--- src/rtl/fetch_pkg.sv ---
// Shared types and constants for the instruction fetch front end.
package fetch_pkg;
   localparam int XLEN   = 32;
   localparam int PC_INC = 4;

   typedef logic [XLEN-1:0] word_t;

   typedef struct packed {
      word_t pc;
      word_t inst;
   } fetch_entry_t;
endpackage

--- src/rtl/fetch_fifo.sv ---
// Small instruction FIFO: DEPTH entries of type T, head-of-queue read, flush resets pointers.
module fetch_fifo
   import fetch_pkg::*;
#(
   parameter int  DEPTH = 2,
   parameter type T     = fetch_entry_t,
   localparam int AW    = $clog2(DEPTH),
   localparam int CW    = AW + 1
) (
   input  logic          clk,
   input  logic          rst_n,
   input  logic          push_i,
   input  logic          pop_i,
   input  logic          flush_i,
   input  T              din_i,
   output T              head_o,
   output logic [CW-1:0] count_o,
   output logic          empty_o,
   output logic          full_o
);

   T              mem_q [DEPTH];
   logic [AW-1:0] wr_q, rd_q;
   logic [CW-1:0] count_q;

   always_ff @(posedge clk or negedge rst_n) begin
      if (!rst_n) begin
         wr_q    <= '0;
         rd_q    <= '0;
         count_q <= '0;
         for (int i = 0; i < DEPTH; i++) mem_q[i] <= '0;
      end else if (flush_i) begin
         wr_q    <= '0;
         rd_q    <= '0;
         count_q <= '0;
      end else begin
         if (push_i) begin
            mem_q[wr_q] <= din_i;
            wr_q        <= wr_q + 1'b1;
         end
         if (pop_i) rd_q <= rd_q + 1'b1;
         count_q <= count_q + CW'(push_i) - CW'(pop_i);
      end
   end

   assign head_o  = mem_q[rd_q];
   assign count_o = count_q;
   assign empty_o = (count_q == '0);
   assign full_o  = (count_q == CW'(DEPTH));

endmodule

--- src/rtl/fetch_stage.sv ---
// Instruction fetch front end: pc register, 1-cycle memory response tracking, credit-based issue
// into an instruction FIFO, redirect flush. Optional same-cycle bypass under FETCH_BYPASS_EN.
module fetch_stage
   import fetch_pkg::*;
#(
   parameter int              XLEN     = fetch_pkg::XLEN,
   parameter logic [XLEN-1:0] RESET_PC = '0,
   parameter int              DEPTH    = 2
) (
   input  logic            clk,
   input  logic            rst_n,
   input  logic            redirect_valid,
   input  logic [XLEN-1:0] redirect_pc,
   output logic            mem_req,
   output logic [XLEN-1:0] mem_adr,
   input  logic [XLEN-1:0] mem_data,
   output logic            inst_valid,
   input  logic            inst_ready,
   output logic [XLEN-1:0] inst_data,
   output logic [XLEN-1:0] inst_pc
);

   localparam int CW = $clog2(DEPTH) + 1;

   typedef struct packed {
      logic [XLEN-1:0] pc;
      logic [XLEN-1:0] inst;
   } entry_t;

   logic [XLEN-1:0] pc_q, pc_d;
   logic [XLEN-1:0] inflight_pc_q, inflight_pc_d;
   logic            inflight_q, inflight_d;

   entry_t          head, din;
   logic [CW-1:0]   count;
   logic            empty, full;
   logic            pop, issue, fifo_push, fifo_pop;
   logic [CW:0]     occ;

   assign din = '{pc: inflight_pc_q, inst: mem_data};

`ifdef FETCH_BYPASS_EN
   logic bypass;
   assign bypass     = empty & inflight_q;
   assign inst_valid = (~empty | inflight_q) & ~redirect_valid;
   assign inst_data  = bypass ? mem_data : head.inst;
   assign inst_pc    = bypass ? inflight_pc_q : head.pc;
   // A bypassed response that is consumed this cycle never enters the FIFO.
   assign fifo_push  = inflight_q & ~(bypass & pop);
   assign fifo_pop   = pop & ~bypass;
`else
   assign inst_valid = ~empty & ~redirect_valid;
   assign inst_data  = head.inst;
   assign inst_pc    = head.pc;
   assign fifo_push  = inflight_q;
   assign fifo_pop   = pop;
`endif

   assign pop = inst_valid & inst_ready;

   // Slots committed after this cycle: buffered plus in flight minus the one leaving.
   assign occ   = {1'b0, count} + (CW+1)'(inflight_q) - (CW+1)'(pop);
   assign issue = rst_n & ~redirect_valid & (occ < (CW+1)'(DEPTH));

   assign mem_req = issue;
   assign mem_adr = pc_q;

   always_comb begin
      pc_d          = pc_q;
      inflight_d    = 1'b0;
      inflight_pc_d = inflight_pc_q;
      if (redirect_valid) begin
         pc_d = redirect_pc & ~XLEN'(3);
      end else if (issue) begin
         pc_d          = pc_q + XLEN'(PC_INC);
         inflight_d    = 1'b1;
         inflight_pc_d = pc_q;
      end
   end

   always_ff @(posedge clk or negedge rst_n) begin
      if (!rst_n) begin
         pc_q          <= RESET_PC;
         inflight_q    <= 1'b0;
         inflight_pc_q <= '0;
      end else begin
         pc_q          <= pc_d;
         inflight_q    <= inflight_d;
         inflight_pc_q <= inflight_pc_d;
      end
   end

   // Credit accounting must never let a response land in a full FIFO.
   always_ff @(posedge clk) begin
      if (rst_n && !redirect_valid && fifo_push && !fifo_pop) assert (!full);
   end

   fetch_fifo #(
      .DEPTH (DEPTH),
      .T     (entry_t)
   ) u_fifo (
      .clk     (clk),
      .rst_n   (rst_n),
      .push_i  (fifo_push),
      .pop_i   (fifo_pop),
      .flush_i (redirect_valid),
      .din_i   (din),
      .head_o  (head),
      .count_o (count),
      .empty_o (empty),
      .full_o  (full)
   );

endmodule

--- config.mk ---
export PLATFORM = sky130hd
export DESIGN_NAME = fetch_stage
export DESIGN_NICKNAME = d
export VERILOG_FILES = /design/src/rtl/fetch_pkg.sv /design/src/rtl/fetch_fifo.sv /design/src/rtl/fetch_stage.sv
export SDC_FILE = /design/constraint.sdc
export NUM_CORES = 1
export LEC_CHECK = 0
export BUFFER_PORTS_ARGS = -buffer_cell sky130_fd_sc_hd__buf_2
export CAP_MARGIN = 5
export CORE_MARGIN = 2
export CORE_UTILIZATION = 25
export CTS_CLUSTER_SIZE = 28
export DETAILED_ROUTE_END_ITERATION = 16
export GPL_TIMING_DRIVEN = 0
export PLACE_DENSITY = 0.42
export SYNTH_ARGS = -nofsm -noshare
export SYNTH_HDL_FRONTEND = slang
export SYNTH_SLANG_ARGS = --single-unit
--- constraint.sdc ---
create_clock -name clk -period 3.2 [get_ports clk]
set_input_delay 0.48 -clock clk [delete_from_list [all_inputs] [get_ports clk]]
set_output_delay 0.48 -clock clk [all_outputs]
set_load 0.02 [all_outputs]
# == Word level (Yosys, flattened, before mapping) ==
# Cells that the tools add are included.
# op_classes
n_mux,15
add_sub_neg,7
shifts,0
bitwise,8
div,0
mul,0
n_reduce_logical,7
n_eq_ne,0
n_lt_le_gt_ge,4
# ops
operator,n
64-bit 2-to-1 mux,4
128-bit bitwise mux,1
64-bit demux with 1-bit select,1
32-bit 2-to-1 mux,2
32-bit by 3-bit adder with 32-bit output (second input constant),1
1-bit 2-to-1 mux,6
2-bit nonzero test,3
1-bit bitwise AND,4
2-bit greater-or-equal comparator (second input constant),2
1-bit NOT with 2-bit output,2
2-bit AND reduction,2
2-bit by 1-bit adder with 3-bit output,1
3-bit by 2-bit less-than comparator with 1-bit output (second input constant),1
3-bit by 1-bit subtractor with 3-bit output,1
1-bit adder (second input constant),2
2-bit by 1-bit adder with 2-bit output,1
2-bit zero test,1
2-bit by 1-bit less-than comparator with 1-bit output (second input constant),1
2-bit 2-to-1 mux,1
1-bit NOT,2
2-bit by 1-bit subtractor with 2-bit output,1
1-bit logical AND,1
# totals
output_inout_bits,98
ramBits,0
elab_cells,51
latchBits,0
rom_bits,0
n_memories,0
register_bits,197
input_bits,68

# == Logic depth before layout (Yosys ltp) ==
# Gate-level depths: netlist of the first run.
# logic_depth
ltp_word,9
mapped_depth,15
ltp_nobuf,13

# == Modules after synthesis ==
# From an unflattened synthesis of the first run, not the netlist that was laid out.
# unflattened
cells_unflattened,712
area_unflattened_um2,9215.1
# modules_own_cells
mod,cells_each,seq_area_each_um2,area_each_um2,n_inst
fetch_fifo,360,3303.2,6058.3,1
fetch_stage,352,1526.5,3156.8,1

# == Least setup slack after synthesis of the first run ==
# No wires, ideal clock.
# synth_timing
kind,input to output
from,in redirect_valid
to,out mem_req
path_buffers,3
setup_slack_ns,-0.514
required_time_ns,2.720
stages,13
arrival_time_ns,3.234
path_cell_list,clkbuf_1 -> nor2_1 -> and2_1 -> ha_1 -> inv_1 -> ha_1 -> inv_1 -> fa_1 -> xnor2_1 -> nand2_1 -> inv_1 -> buf_2 -> buf_1
# synth_between
elab_chain_len,6
word_cells_on_any_way,7
classes_between,add/sub (1); order compare (1); bitwise (5)
# synth_rtl
item,line_no,text
"start, declared",fetch_stage.sv:12,"input logic redirect_valid,"
1-bit NOT (no line),--,
1-bit bitwise AND,fetch_stage.sv:52,assign inst_valid = ~empty & ~redirect_valid;
net inst_valid,fetch_stage.sv:17,"output logic inst_valid,"
1-bit bitwise AND,fetch_stage.sv:59,assign pop = inst_valid & inst_ready;
3-bit by 1-bit subtractor with 3-bit output,fetch_stage.sv:62,"assign occ = {1'b0, count} + (CW+1)'(inflight_q) - (CW+1)'(pop);"
3-bit by 2-bit less-than comparator with 1-bit output,fetch_stage.sv:63,assign issue = rst_n & ~redirect_valid & (occ < (CW+1)'(DEPTH));
1-bit bitwise AND,fetch_stage.sv:63,
"end, declared",fetch_stage.sv:14,"output logic mem_req,"
# The timed path passes the listed nets, and every way through them passes these cells.

# == Final worst setup path of the first run ==
# layout_timing
from,reg u_fifo.count_q[0] (netlist: u_fifo.count_o[0])
to,out mem_req
# layout_between
elab_chain_len,7
word_cells_on_any_way,8
classes_between,add/sub (2); order compare (1); bitwise (4); reduce/logical (1)
# layout_rtl
item,line_no,text
"start, declared",fetch_fifo.sv:24,logic [CW-1:0] count_q;
"start signal, assigned",fetch_fifo.sv:42,count_q <= count_q + CW'(push_i) - CW'(pop_i);
2-bit zero test,fetch_fifo.sv:48,assign empty_o = (count_q == '0);
1-bit NOT,fetch_stage.sv:52,
1-bit bitwise AND,fetch_stage.sv:52,
1-bit bitwise AND,fetch_stage.sv:59,
3-bit by 1-bit subtractor with 3-bit output (*),fetch_stage.sv:62,
3-bit by 2-bit less-than comparator with 1-bit output (*),fetch_stage.sv:63,
1-bit bitwise AND (*),fetch_stage.sv:63,
# Mark *: on every way between the ends. The rest lies on a longest branch, timed or not.

==> summary.md, run 1 <==
| Metric | Value |
|---|---|
| WL met2 | between 10000 and 15000 microns |
| CTS Buffer Depth | 2 |
| Worst-Margin Slew | roughly 1.1 ns |
| Synth Flop Type | dfrtp_1 |
| Power Total | 10.5 mW |
| Yosys top cell by area | dfrtp_1 |
| CTS sink cnt | 189 |
| Sequential share of power | 37.8% |
| Antenna Violating Nets Remaining | 0 |
| Post-synth EDFFs | 0 |
| Fin util | a little under a third |
| Clock slew at reported path FFs | 0.08 ns |
| Die Y | between 150 and 200 microns |
| Setup WS pre-CTS | -0.669 ns |
| Setup crit end kind | primary output |
| Final worst-path cycle share | around 100% |
| Clock latency on the worst-skew pair | approximately 0.46 ns |
| Sw power | 4.04 mW |
| DRC violation count after routing | 0 |
| Reg-to-Reg Start | u_fifo.count_o[0] |
| CTS tree | yes |
| WS Path Type | register to primary output |
| Total grt overflow | 0 |
| Crit start category | register |
| Final Hold Fails | 3 |
| Clock Power Share | 22.0% |
| Post-synthesis cell type count | 50 |
| Die Width | between 150 and 200 microns |
| R2R cell count | 14 |
| Crit path arrival time | between 2 and 3 ns |
| Initial antenna violation count | 0 |
| Post-CTS Hold Fix Bufs | 0 |
| RSZ-0062 raised after global routing | yes |
| Max Cap Viol | 0 |
| Antenna diodes | 0 |
| Worst setup slack after layout | around 0.0057 ns |
| Fmax | between 300 and 400 MHz |
| Synth top area cells | dfrtp_1, mux2_2, nand2_1, clkbuf_1, o311ai_0 |
| Share of layout cells above drive strength 1 | about half |
| Layout area overhead | 26.7% |
| CP bufs+invs | 4 |
| Metal3 WL | approximately 1400 microns |
| Depth of the CTS H-tree | 4 |
| Drt pass-1 iters | 5 |
| Peak VDD IR | approximately 0.46 mV |
| Max Transition Viols Final | 0 |
| Number of DRC markers in iteration 0 | between 300 and 400 |
| Multi-input gate area | around 0.0038 sq mm |
| R2R Path End | mem_adr[26] |
| FF+latch area | ~0.0047 sq mm |
| # port buffers | roughly 160 |
| Full die area | about 0.036 sq mm |
| Final min period | 3.19 ns |
| First-pass GRT wire length | ~40000 microns |
| Post-Route WL | around 25000 microns |
| CP max FO | 3 |
| Logic pwr share | 40.2% |
| Slowest stage delay, CP | 0.55 ns |
| Average cell area after synthesis | between 10 and 15 sq um |
| Outcome | finished, violations left |
| Design Area, Final | approximately 0.011 sq mm |
| Critical-path cell with the highest stage delay | fa_2 |
| Final nets | 971 |
| Clock root buffer | clkbuf_16 |
| Wire length per cell | between 15 and 20 microns |
| GRT Total Usage | 14.6% |
| Final setup viols | 0 |
| Top sig layer | met4 |
| Cells along the critical path | nor2_4 -> nor2_4 -> and2_4 -> ha_4 -> inv_4 -> ha_4 -> inv_2 -> fa_2 -> and3b_2 -> nand2_2 -> inv_4 -> buf_8 |
| Final HPWL DP | ~18000 microns |
| Mapped Area | 0.00864 sq mm |
| Largest net degree at the start of global routing | 109 |
| Total power divided by cell area | about 960 mW/mm^2 |
| CTS Buf Count | 17 |
| DR vias/cell | approximately 4.6 |
| Delay-heaviest family, CP | adder cells |
| Gate Count Post-Synth | between 700 and 800 |
| Sw Ratio | about two fifths |
| HP Class | input pin to asynchronous set/reset pin |
| Critical Path Stages | 12 |
| Hold WS | -0.0126 ns |
| R2R Setup Slk | 0.02 ns |
| Max-slew headroom | between 20% and 30% |
| Core outline area | around 0.034 sq mm |
| Setup TNS | 0 ns |
| Clock Skew | roughly 0.017 ns |
| Vias | 6347 |
| Initial Util | between 20% and 30% |
| Leak pwr | around 5.1 nW |
| Synth top area share | approximately 55% |
| Post-synthesis async set-or-reset flop share | 100% |
| Gpl congestion | ~0.81 |
| Vias in the first global route | 6567 |
| DP Area | ~0.01 sq mm |
| Row count | 68 |
| Post-synthesis register bit count | roughly 190 |
| Pint | about 6.4 mW |
| Sequential share of the synthesized area | 54.7% |
| DRT met1 WL | 12000 microns |
| Boundary Pins | 166 |
| Fill cells | 3569 |
| Failing checks | hold timing |
| WP data required | between 2 and 3 ns |
| Ys Warns | 0 |
power by group through the flow:
stage | clock [mW] | combinational (mW) | sequential (mW)
after CTS | 2.39 | 4.22 | 3.97
after floorplan | 0 | 2.72 | 3.89
after detailed placement | 0 | 4.04 | 4.02
after global routing | 2.48 | 4.59 | 4.11
final | 2.30 | 4.21 | 3.96
after global placement | 0 | 4.02 | 4.00
stage by stage:
stage / hold WS [ns] / cells
5_1_grt: 0.0305 / 1367
3_5_place_dp: 0.487 / 1321
3_3_place_gp: 0.482 / 1320
2_1_floorplan: 0.184 / 707
4_1_cts: 0.0479 / 1361
6_report: -0.0126 / 1367
synth_stat cells, drive strengths merged (2+ instances only):
library cell and count:
nand2 104, buf 10, nand3b 3, nor4 11, xnor2 3, nor3 8, a22oi 6, o21ai 14
a221o 5, o211ai 10, a31o 2, a21oi 2, and2 4, nor3b 3, a31oi 2, ha 3
clkbuf 31, dfrtp 189, or2 4, a21o 2, nor2 11, and4 2, nor2b 2, or4 3
nand4 14, nand3 20, inv 12, or3 3, a21boi 2, o311ai 11, nand4b 2, o311a 2
and3 2, a311o 2, mux2 187, mux2i 5
placed cells by master (no fill, tap or decap), types with 4 or more instances in the layout:
cell type	instances
inv_8	5
o21ai_0	13
o211ai_1	10
nor2_1	9
inv_1	9
mux2_2	186
o311ai_0	7
conb_1	4
a221o_1	5
or2_2	4
dfrtp_1	188
buf_4	18
a22oi_1	6
nand3_1	19
nand2_1	102
clkbuf_2	5
nor4_1	10
buf_2	160
nor3_1	8
clkbuf_1	24
clkbuf_16	17
mux2i_1	5
nand4_1	12
routing by layer:
layer / track usage [%] / up-vias
met4: 4.23 / 0
met5: 0 / -
li1: - / 2941
met2: 22.6 / 196
met3: 3.47 / 17
met1: 20.2 / 3193
sequential cells by signal, summed over array words and instances (netlist names):
| signal | cells |
|---|---|
| inflight_pc_q | 30 |
| fifo_push | 1 |
| mem_adr | 30 |
| u_fifo.count_o | 2 |
| u_fifo.mem_q | 124 |
| u_fifo.rd_q | 1 |
| u_fifo.wr_q | 1 |
cell type report:
cell class	count	share of cell area, %
plain buffers	39	1.68
clock buffers	17	3.89
clock inverters	15	1.82
inverters	12	0.457
multi-input cells	465	34.9
flip-flops and latches	189	43.2
well taps	455	5.20
repair buffers	175	8.82
how the worst max path moves through the flow:
stage                      startpoint           endpoint  slack, ns
floorplan              redirect_valid        mem_adr[14]       0.02
global route        u_fifo.count_o[0]            mem_req      -0.09
CTS                 u_fifo.count_o[1]            mem_req      -0.16
detailed placement     redirect_valid  inflight_pc_q[18]      -0.67
global placement                rst_n        mem_adr[26]      -3.52
finish              u_fifo.count_o[0]            mem_req      0.006
cell families (layout without fill, tap and decap cells):
kind of cell | after synthesis | count (layout) | share of synthesized area (%)
compound gates | 64 | 64 | 5.56
xor+xnor | 4 | 4 | 0.406
fa+ha+maj | 4 | 4 | 0.666
buf+inv | 53 | 258 | 2.52
flops | 189 | 189 | 54.7
mux | 192 | 192 | 24.9
other cells | 1 | 4 | 0.0434
simple gates | 197 | 197 | 11.1
repair_timing:
| item | CTS | global route |
|---|---|---|
| setup buffers | 9 | 8 |
| pin swaps | 5 | 8 |
| endpoints found under the setup margin | 82 | 14 |
| gates resized for setup | 30 | 20 |
Power figures use the tool's default switching activity.
==> inputs of run 2 (changes only) <==
--- a/config.mk
+++ b/config.mk
@@ -5,6 +5,7 @@
 export SDC_FILE = /design/constraint.sdc
 export NUM_CORES = 1
 export LEC_CHECK = 0
+export ABC_AREA = 1
 export BUFFER_PORTS_ARGS = -buffer_cell sky130_fd_sc_hd__buf_2
 export CAP_MARGIN = 5
 export CORE_MARGIN = 2
==> summary.md, run 2 <==
| Metric | Value |
|---|---|
| Outcome | finished, final reports clean (was finished, violations left) |
| Final worst-path cycle share | 94.5% (was 99.8%) |
| Crit path arrival time | 2.54 ns (was 2.71 ns) |
| Max Cap Viol | 0 (unchanged) |
| Clock Skew | 0.0139 ns (was 0.0173 ns) |
| Clock slew at reported path FFs | 0.08 ns (about the same) |
| Drt pass-1 iters | 4 (was 5) |
| Yosys top cell by area | dfrtp_1 (unchanged) |
| Initial Util | 25.4% (was 25.2%) |
| Final setup viols | 0 (unchanged) |
| Share of layout cells above drive strength 1 | 25.3% (was 48.0%) |
| Full die area | 0.0375 sq mm (was 0.0361 sq mm) |
| Largest net degree at the start of global routing | 111 (was 109) |
| Sequential share of the synthesized area | 52.5% (was 54.7%) |
| Antenna Violating Nets Remaining | 0 (unchanged) |
| Final min period | 3.02 ns (was 3.19 ns) |
| DP Area | 0.0104 sq mm (was 0.0101 sq mm) |
| CP max FO | 2 (was 3) |
| Cells along the critical path | inv_2 -> a21oi_4 -> nand2_2 -> inv_2 -> ha_4 -> inv_2 -> ha_4 -> inv_2 -> fa_1 -> nand2_2 -> nor2_4 -> nand2_4 -> inv_8 -> buf_6 (was nor2_4 -> nor2_4 -> and2_4 -> ha_4 -> inv_4 -> ha_4 -> inv_2 -> fa_2 -> and3b_2 -> nand2_2 -> inv_4 -> buf_8) |
| Max-slew headroom | 53.7% (was 26.8%) |
| CTS tree | yes (unchanged) |
| Commonest cells after routing, fill and taps aside | nand2_1, dfrtp_1, buf_2, o21ai_0, inv_1 (was dfrtp_1, mux2_2, buf_2, nand2_1, clkbuf_1) |
| Average cell area after synthesis | 8.50 sq um (was 12.3 sq um) |
| # port buffers | 158 (unchanged) |
| Antenna diodes | 0 (unchanged) |
| Hold WS | 0.0426 ns (was -0.0126 ns) |
| Critical-path cell with the highest stage delay | fa_1 (was fa_2) |
| Die Y | 194 microns (was 190 microns) |
| Synth top area share | 52.5% (was 54.7%) |
| Max Transition Viols Final | 0 (unchanged) |
| Crit start category | register (unchanged) |
| Fin util | 31.2% (was 31.9%) |
| Ys Warns | 0 (unchanged) |
| Commonest cells in the netlist | nand2_1, dfrtp_1, o21ai_0 (was dfrtp_1, mux2_2, nand2_1) |
| Layout area overhead | 22.9% (was 26.7%) |
| Row count | 69 (was 68) |
| DR vias/cell | 4.32 (was 4.64) |
| Gpl congestion | 0.818 (was 0.811) |
| Die Width | 194 microns (was 190 microns) |
| Most common cell in the netlist | nand2_1 (was dfrtp_1) |
| Depth of the CTS H-tree | 4 (unchanged) |
| WP data required | 2.72 ns (about the same) |
| Setup crit end kind | primary output (unchanged) |
| Vias in the first global route | 7518 (was 6567) |
| Mapped Area | 0.00900 sq mm (was 0.00864 sq mm) |
| Setup TNS | 0 ns (unchanged) |
| CTS Buf Count | 17 (unchanged) |
| Vias | 7418 (was 6347) |
| Boundary Pins | 166 (unchanged) |
| Post-synthesis register bit count | 189 (unchanged) |
| Final Hold Fails | 0 (was 3) |
| Number of DRC markers in iteration 0 | 335 (was 326) |
| Post-synth EDFFs | 0 (unchanged) |
| Fmax | 331 MHz (was 313 MHz) |
| Final HPWL DP | 19700 microns (was 17900 microns) |
| Gate Count Post-Synth | 1059 (was 704) |
| Worst-Margin Slew | 0.694 ns (was 1.09 ns) |
| Max reg flops | 124 (unchanged) |
| Synth Flop Type | dfrtp_1 (unchanged) |
| First-pass GRT wire length | 43300 microns (was 39700 microns) |
| HP Class | input pin to asynchronous set/reset pin (unchanged) |
| Synth top area cells | dfrtp_1, nand2_1, o21ai_0, mux2_2, inv_1 (was dfrtp_1, mux2_2, nand2_1, clkbuf_1, o311ai_0) |
| DRC violation count after routing | 0 (unchanged) |
| Clock root buffer | clkbuf_16 (unchanged) |
| Post-synthesis async set-or-reset flop share | 100% (unchanged) |
| RSZ-0062 raised after global routing | no (was yes) |
| Final nets | 1316 (was 971) |
| Initial antenna violation count | 0 (unchanged) |
| WS Path Type | register to primary output (unchanged) |
| Slowest stage delay, CP | 0.52 ns (was 0.55 ns) |
| CTS Buffer Depth | 2 (unchanged) |
| Post-Route WL | 27500 microns (was 25400 microns) |
| Peak VDD IR | 0.397 mV (was 0.457 mV) |
| Total power divided by cell area | 934 mW/mm^2 (was 957 mW/mm^2) |
| Wire length per cell | 16.0 microns (was 18.6 microns) |
| Leak pwr | 5.63 nW (was 5.08 nW) |
| CTS sink cnt | 189 (unchanged) |
| Post-synthesis cell type count | 28 (was 50) |
| Most common cell after layout, fill and taps aside | nand2_1 (was dfrtp_1) |
| Most frequent CP cell | inv_2 |
| Fill cells | 3906 (was 3569) |
| Largest register by flop count | u_fifo.mem_q (unchanged) |
| Clock latency on the worst-skew pair | 0.44 ns (was 0.46 ns) |
| Core outline area | 0.0355 sq mm (was 0.0343 sq mm) |
| Design Area, Final | 0.0111 sq mm (was 0.0109 sq mm) |
| Total grt overflow | 0 (unchanged) |
| GRT Total Usage | 14.9% (was 14.6%) |
[run 2: kinds of logic (layout without fill, tap and decap cells)]
family	after synthesis	after routing	share of synthesized area, %
and+or+nand+nor	439	439	20.3
DFF	189	189	52.5
buffers and inverters	187	382	8.77
AOI/OAI and AO/OA	175	175	9.79
muxes	62	62	7.76
adders and majority gates	4	4	0.639
xor gates and xnor gates	2	2	0.195
other	1	4	0.0417
[run 2: what timing repair did]
item / 4_1_cts / 5_1_grt
endpoints found under the setup margin: 1 / 1
pin swaps: 5 / 4
gates cloned: 0 / 0
buffers inserted: 4 / 1
hold buffers: 0 / 0
gates resized for setup: 11 / 6
[run 2: per-stage QoR]
step / power, mW / cells / setup WS (ns)
after CTS: 10.5 / 1717 / 0.00476
after floorplan: 6.76 / 1062 / 0.0222
after detailed placement: 8.30 / 1682 / -0.343
after global routing: 11.1 / 1718 / 0.00285
after global placement: 8.24 / 1681 / -2.66
final: 10.3 / 1718 / 0.177
[run 2: critical path: cells and delay by family (launching register included)]
family / cells / cell delay (ns)
buffers and inverters: 6 / 0.39
flip-flops: 1 / 0.37
adder cells (fa/ha/maj): 3 / 0.82
AO/OA/AOI/OAI: 1 / 0.16
AND/OR/NAND/NOR: 4 / 0.36
[run 2: power by group]
group,total [mW],switching (mW),internal [mW],leakage [nW]
clock network,2.07,1.04,1.03,0.272
logic,4.16,2.61,1.55,2.97
registers,4.09,0.668,3.42,2.39
[run 2: layout make-up]
| type | count | area (sq um) | share of cell area, % |
|---|---|---|---|
| Buffer | 52 | 279 | 2.52 |
| Multi-Input combinational cell | 686 | 3530 | 32.0 |
| Inverter | 134 | 513 | 4.64 |
| Clock buffer | 18 | 429 | 3.88 |
| Sequential cell | 189 | 4730 | 42.8 |
| Tap cell | 461 | 577 | 5.22 |
| Timing Repair Buffer | 164 | 872 | 7.89 |
| Clock inverter | 14 | 125 | 1.13 |
[run 2: worst paths after layout]
path,from,endpoint,slack (ns),cells after the start
max in group asynchronous,rst_n,inflight_pc_q[30],2.16,2
min in group clk,redirect_pc[8],mem_adr[8],0.26,3
hold / removal,rst_n,u_fifo.mem_q[90],0.04,1
setup reg to reg,u_fifo.count_o[1],mem_adr[20],0.39,17
setup / recovery,u_fifo.count_o[1],mem_req,0.18,14
hold reg to reg,u_fifo.mem_q[10],u_fifo.mem_q[10],0.48,2
[run 2: layer usage]
layer	wire [microns]	track usage [%]
met3	1000	2.54
met2	12400	23.0
met5	0	0
met1	13800	21.4
met4	374	3.93
